[config.mk]
export PLATFORM = sky130hd
export DESIGN_NAME = timer_ctrl
export DESIGN_NICKNAME = d
export VERILOG_FILES = /design/src/rtl/timer_ctrl.sv
export SDC_FILE = /design/constraint.sdc
export NUM_CORES = 1
export LEC_CHECK = 0
export CORE_UTILIZATION = 42
export CTS_BUF_LIST = sky130_fd_sc_hd__clkbuf_2 sky130_fd_sc_hd__clkbuf_4 sky130_fd_sc_hd__clkbuf_8
export DETAILED_ROUTE_END_ITERATION = 10
export PLACE_DENSITY = 0.79
export SLEW_MARGIN = 25
export SYNTH_ARGS = -nofsm -noshare
export SYNTH_HDL_FRONTEND = slang
export SYNTH_SLANG_ARGS = --single-unit
export TNS_END_PERCENT = 30
[constraint.sdc]
create_clock -name pclk -period 4.5 [get_ports pclk]
set_clock_uncertainty 0.2 [all_clocks]
set_input_delay 0.9 -clock pclk [delete_from_list [all_inputs] [get_ports pclk]]
set_output_delay 0.9 -clock pclk [all_outputs]
set_load 0.05 [all_outputs]
[src/rtl/timer_ctrl.sv]
// timer_ctrl: register-mapped controller for the 8-bit up/down timer counter.
//
// Holds the timer configuration registers (TDR, TCR, TSR, TIER), issues a
// one-pclk load strobe to the counter, derives the count clock clk_int from a
// free-running prescaler, and flags overflow/underflow by watching cnt and
// last_cnt. irq is the registered OR of the enabled flags.
//
// Optional build macro: TIMER_CTRL_WAIT_EN -- every bus access takes one wait
// state (pready low in the first access-phase cycle). Undefined: zero-wait.
//
// Ports:
//   pclk, preset_n          clock, async active-low reset
//   psel/penable/pwrite     APB-style control
//   paddr[2:0], pwdata[7:0] address / write data
//   prdata[7:0]             read data (access phase only, else 0)
//   pready, pslverr         transfer complete / unmapped-address error
//   cnt, last_cnt           counter value now and one half-cycle earlier
//   tdr                     reload value to the counter
//   load                    one-pclk load strobe
//   en, updw                count enable, direction (1 = down)
//   clk_int                 count clock (counter counts on its rising edge)
//   irq                     level interrupt, active high
module timer_ctrl #(
  parameter int          DIV_W   = 4,
  parameter logic [7:0]  RST_TDR = 8'h00
) (
  input  logic       pclk,
  input  logic       preset_n,
  input  logic       psel,
  input  logic       penable,
  input  logic       pwrite,
  input  logic [2:0] paddr,
  input  logic [7:0] pwdata,
  output logic [7:0] prdata,
  output logic       pready,
  output logic       pslverr,
  input  logic [7:0] cnt,
  input  logic [7:0] last_cnt,
  output logic [7:0] tdr,
  output logic       load,
  output logic       en,
  output logic       updw,
  output logic       clk_int,
  output logic       irq
);

  localparam logic [2:0] A_TDR  = 3'd0;
  localparam logic [2:0] A_TCR  = 3'd1;
  localparam logic [2:0] A_TSR  = 3'd2;
  localparam logic [2:0] A_TIER = 3'd3;
  localparam logic [2:0] A_TCNT = 3'd4;

  typedef enum logic {IDLE, STROBE} state_e;

  logic [7:0]       tdr_q;
  logic             updw_q, en_q;
  logic [1:0]       cks_q;
  logic             ovf_q, udf_q, ovf_d, udf_d;
  logic             ovfie_q, udfie_q;
  logic [DIV_W-1:0] presc_q;
  state_e           state_q;
  logic             load_q, sup_q, irq_q;
  logic             acc, wr_en, ld_req, sup, ovf_hit, udf_hit;
  logic [1:0]       w1c;
  logic [7:0]       rdata;

  assign acc = psel & penable;

`ifdef TIMER_CTRL_WAIT_EN
  // High only in the second access-phase cycle: one wait state per access.
  logic wait_q;
  always_ff @(posedge pclk or negedge preset_n)
    if (!preset_n) wait_q <= 1'b0;
    else           wait_q <= acc & ~wait_q;
  assign pready = wait_q;
`else
  assign pready = 1'b1;
`endif

  assign wr_en   = acc & pwrite & pready;
  assign ld_req  = wr_en & (paddr == A_TCR) & pwdata[7];
  assign pslverr = acc & pready & (paddr > A_TCNT);

  always_comb begin
    rdata = 8'h00;
    case (paddr)
      A_TDR:  rdata = tdr_q;
      A_TCR:  rdata = {2'b00, updw_q, en_q, 2'b00, cks_q};
      A_TSR:  rdata = {6'b0, udf_q, ovf_q};
      A_TIER: rdata = {6'b0, udfie_q, ovfie_q};
      A_TCNT: rdata = cnt;
      default: rdata = 8'h00;
    endcase
  end
  assign prdata = (acc & ~pwrite & pready) ? rdata : 8'h00;

  // Reload makes cnt jump; ignore the strobe cycle and the one after it.
  assign sup     = load_q | sup_q;
  assign ovf_hit = en_q & ~updw_q & (last_cnt == 8'hFF) & (cnt == 8'h00) & ~sup;
  assign udf_hit = en_q &  updw_q & (last_cnt == 8'h00) & (cnt == 8'hFF) & ~sup;
  assign w1c     = (wr_en && paddr == A_TSR) ? pwdata[1:0] : 2'b00;
  // Hardware set wins over a same-edge software clear.
  assign ovf_d   = ovf_hit | (ovf_q & ~w1c[0]);
  assign udf_d   = udf_hit | (udf_q & ~w1c[1]);

  always_ff @(posedge pclk or negedge preset_n) begin
    if (!preset_n) begin
      tdr_q   <= RST_TDR;
      updw_q  <= 1'b0;
      en_q    <= 1'b0;
      cks_q   <= 2'b00;
      ovfie_q <= 1'b0;
      udfie_q <= 1'b0;
      ovf_q   <= 1'b0;
      udf_q   <= 1'b0;
      presc_q <= '0;
      sup_q   <= 1'b0;
      irq_q   <= 1'b0;
    end else begin
      if (wr_en && paddr == A_TDR) tdr_q <= pwdata;
      if (wr_en && paddr == A_TCR) begin
        updw_q <= pwdata[5];
        en_q   <= pwdata[4];
        cks_q  <= pwdata[1:0];
      end
      if (wr_en && paddr == A_TIER) begin
        ovfie_q <= pwdata[0];
        udfie_q <= pwdata[1];
      end
      ovf_q   <= ovf_d;
      udf_q   <= udf_d;
      presc_q <= presc_q + 1'b1;
      sup_q   <= load_q;
      irq_q   <= (ovf_q & ovfie_q) | (udf_q & udfie_q);
    end
  end

  // Load strobe FSM; a LOAD write while strobing extends into a new strobe.
  always_ff @(posedge pclk or negedge preset_n) begin
    if (!preset_n) begin
      state_q <= IDLE;
      load_q  <= 1'b0;
    end else begin
      case (state_q)
        IDLE: if (ld_req) begin
          state_q <= STROBE;
          load_q  <= 1'b1;
        end
        STROBE: begin
          state_q <= ld_req ? STROBE : IDLE;
          load_q  <= ld_req;
        end
        default: begin
          state_q <= IDLE;
          load_q  <= 1'b0;
        end
      endcase
    end
  end

  assign tdr     = tdr_q;
  assign load    = load_q;
  assign en      = en_q;
  assign updw    = updw_q;
  assign clk_int = presc_q[cks_q];
  assign irq     = irq_q;

endmodule
Yosys cells after proc, flatten, opt, wreduce, memory -nomap -nowiden
Cells that the tools add are included.
Word-level totals
  flip-flop bits (word level): 24
  output and inout port bits: 23
  logic and storage cells: 66
Cells by class
  reduce and logical (&&, ||, !) cells: 7
  bitwise gates (word level): 28
  mux-type cells: 8
  $add $sub $neg: 1
  $lt $le $gt $ge: 2
  equality and inequality tests: 7
Operators with widths (number)
  8-bit one-hot mux with 5 select lines: 1
  1-bit AND: 18
  8-bit == test, second input constant: 2
  8-bit zero test: 2
  8-bit 2-to-1 mux: 1
  3-bit by 2-bit == test with 1-bit output, second input constant: 2
  1-bit inverter: 6
  4-bit by 1-bit adder with 4-bit output, second input constant: 1
  1-bit logical AND: 4
  1-bit OR: 4
  3-bit by 1-bit == test with 1-bit output, second input constant: 1
  3-bit == test, second input constant: 1
  3-bit > comparator, second input constant: 1
  3-bit zero test: 1
  2-bit by 3-bit less-than comparator with 1-bit output, second input constant: 1
  1-bit 2-to-1 mux: 3
  1-bit binary-select mux with 2-bit select: 1
  2-bit 2-to-1 mux: 1
  2-bit inequality test, second input constant: 1
  1-bit one-hot mux with 2 select lines: 1

Logic depth before layout (Yosys ltp)
  word-level depth: 7
  mapped depth: 4
  mapped depth without buffers: 3

Least setup slack after synthesis
Ideal clock, no wire load.
  path kind: input -> output
  start: input paddr[0]
  end: output prdata[4]
  stages: 3
  required time: 3400 ps
  setup slack: 729 ps
  arrival time: 2671 ps
  path buffers: 0
  path through: o21ai_0 -> or3b_2 -> nor3_1
Between the ends
  longest elaborated chain between the ends: 3
  elaborated cells on any way between the ends: 7
  those cells by class: eq/ne (4); mux (2); reduce/logical (1)
RTL lines
  start, declared: line 32  | input logic [2:0] paddr,
  3-bit == test, or another cell as far along: line 86  | case (paddr)
  8-bit one-hot mux with 5 select lines *: line 86
  8-bit 2-to-1 mux *: line 95  | assign prdata = (acc & ~pwrite & pready) ? rdata : 8'h00;
  end, declared: line 34  | output logic [7:0] prdata,
Every way passes the cells marked *; elsewhere a longest branch is shown, timed or not.

Final worst setup path
Same ends and word-level chain as after synthesis.

==> flow_summary.yaml <==
route:
  vias_per_cell: 5.67
  routed_wl_mm: 3.34
  route.antenna.remaining_nets: 0
  dr_total_vias: 1123
  detail_route.wl_per_cell_microns: 16.9
  iteration_0_drc_count_of_the_detailed_router: 35
  route.detailed.drc: 3
  dr.pass1.iters: 7
grt:
  grt_remaining_overflow: 0
  grt_antenna_before_repair: 0
  gr-usage-all-layers: 0.222
  grt_max_degree: 25
  grt_first_pass_wirelength_mm: 5.73
  first_global_vias: 1240
floorplanning:
  die_height_microns: 58.0
  dieWidth_microns: 58.0
  floorplan.rows: 19
  die_area_sq_um: 3360
  start_util: 0.461
  io_pins: 55
  core_area_sq_um: 2850
logic_synthesis:
  synthesis.instances: 113
  postSynthNetCount: 146
  netlist_area_sq_um: 1320
  synth-async-reset-ratio: 1.00
  synth_seq_cells: 24
  yosys.cell_types.count: 39
  postSynthAreaPerCell_sq_um: 11.6
  synth_enable_flop_cells: 0
  post-synth-top-area-cell: "dfrtp_1"
  post_synth_main_area_contributors: "dfrtp_1 46%, mux2_4 9.1%, mux2_2 6.8%"
  seq_area_frac_synth: 0.456
  synth_warnings: 0
  yosysTopAreaCellShare: 0.456
  dominantRegCellSynth: "dfrtp_1"
setup_path:
  critPathKind: "primary input to output port"
  cp-start-kind: "primary input"
  wp_data_required_ps: 3400
  worstSetupEndpointType: "output port"
  arrival_ps: 2630
  worstPathMaxFanout: 4
place:
  placement.io_buffers: 53
  postPlaceCellArea_sq_um: 1900
  place.gp.congestion: 0.895
  place_worst_setup_slack_ps: 780
  detailed_place_hpwl_mm: 2.57
final_layout:
  layout.filler_cells: 215
  layout_cells_sized_above_1: 0.204
  antennaDiodeCount: 0
  syn_to_final_growth_pct: 48.1
  finish.net_count: 201
  post-route-cell-area_sq_um: 1950
  largest_reg_flops: 8
job:
  drv.max_cap_violation_count: 0
cts:
  cts_htree_levels: 1
  post_cts_hold_buffer_count: 0
  cts_root_buffer: "clkbuf_4"
  tritoncts_buffers: 3
  tritoncts: "done"
  post-cts-setup-buffers: 0
  path_clk_slew_ps: 140
  numClockSinks: 24
  ctsResizeCount: 0
  clk_latency_ps: 320
  cts-root-to-sink-buffers: 2
timing:
  setup_viol: 0
  final.hold.worst_slack_ps: 260
  final_min_period_over_clock_period: 0.830
  setup-tns-final_ps: 0
  final_max_slew_viol_count: 0
  period_needed_ps: 3730
  worst_slew_pin_slew_ps: 558
  setup_ws_ps: 767
  timing.final.hold_violations: 0
  max_freq_ghz: 0.268
  rsz0062_at_grt: "false"
  slew_headroom: 0.628
min_path:
  worstHoldPathType: "flop to flop"
power_and_ir_drop:
  power_leakage_nw: 0.874
  vdd.ir_drop.worst_mv: 0.241
  p_per_area_nw_per_um2: 342
  p_total_uw: 666
status:
  outcome: "complete, but fails checks"
  violated_checks: "DRC"
cell usage after synthesis (2+ instances only):
cell and n:
and3b_1 2, inv_1 4, buf_2 2, or3_1 2, a22o_1 2, nand4b_1 3
clkbuf_1 2, mux2_4 8, a31oi_1 2, mux2i_1 7, o21ai_0 2, and4b_1 2
nand4_1 4, nand2_1 4, dfrtp_1 24, nor2_1 7, nor3_1 3, nand3_1 3
mux2_2 8, a2bb2oi_1 2, nor4_1 2
worst max-delay path, stage by stage:
cell and delay (ps):
clkdlybuf4s50_1 420, o21ai_0 230, or3b_2 530, nor3_1 350
buf_12 190
where the power goes:
group / switching (mW) / internal [mW]
sequential: 0.0257 / 0.244
clock: 0.0687 / 0.0901
combinational: 0.129 / 0.108
per-stage QoR:
step                cells  utilization
floorplan             113            -
global placement      194        0.667
detailed placement    194        0.667
CTS                   198        0.685
global route          198        0.683
finish                198        0.683
layout make-up:
cell class	count	area, sq um	area share
timing repair buffer	56	578	0.297
sequential	24	601	0.308
multi-input combinational	79	664	0.341
clock inverter	1	30.0	0.0154
inverter	4	15.0	0.00770
clock buffer	3	22.5	0.0116
tap	31	38.8	0.0199
cells in the final DEF, fill, tap and decap left out, types with 2 or more instances in the layout:
cell	n
a31oi_1	2
a2bb2oi_1	2
buf_4	7
clkbuf_4	3
nand2_1	4
inv_1	4
o21ai_0	2
a22o_1	2
nor2_1	7
dfrtp_1	24
nand4b_1	3
nand4_1	4
mux2_2	8
or3_1	2
and3b_1	2
nor3_1	3
buf_12	4
mux2i_1	7
nand3_1	3
clkdlybuf4s50_1	44
and4b_1	2
mux2_4	8
nor4_1	2
final timing paths:
check                                 startpoint            endpoint  slack, ps  cells after the start
worst max register to register  load$_DFFE_PN0P_     udf_q$_DFF_PN0_       3120                      3
worst min register to register  load$_DFFE_PN0P_     sup_q$_DFF_PN0_        260                      0
worst max-delay path                    paddr[0]           prdata[4]        770                      5
worst min-delay path            load$_DFFE_PN0P_     sup_q$_DFF_PN0_        260                      0
max in group asynchronous               preset_n     udf_q$_DFF_PN0_       3410                      1
min in group asynchronous               preset_n  tdr[1]$_DFFE_PN0P_        340                      1
layer usage:
metal  up-vias  routed length (microns)  track usage
li1        529                        -            -
met1       535                     1400        0.283
met2        53                     1670        0.384
met3         6                      225       0.0357
met4         0                       42       0.0748
met5         -                        0            0
logic make-up (layout without fill, tap and decap cells):
group	Yosys count	in the layout	share of synthesized area
AOI/OAI and AO/OA	11	11	0.0627
xor gates and xnor gates	2	2	0.0133
adders and majority gates	1	1	0.00950
buffers and inverters	10	64	0.0390
DFF	24	24	0.456
muxes	24	24	0.230
other	1	1	0.00285
and+or+nand+nor	40	40	0.186
Power figures use the tool's default switching activity.
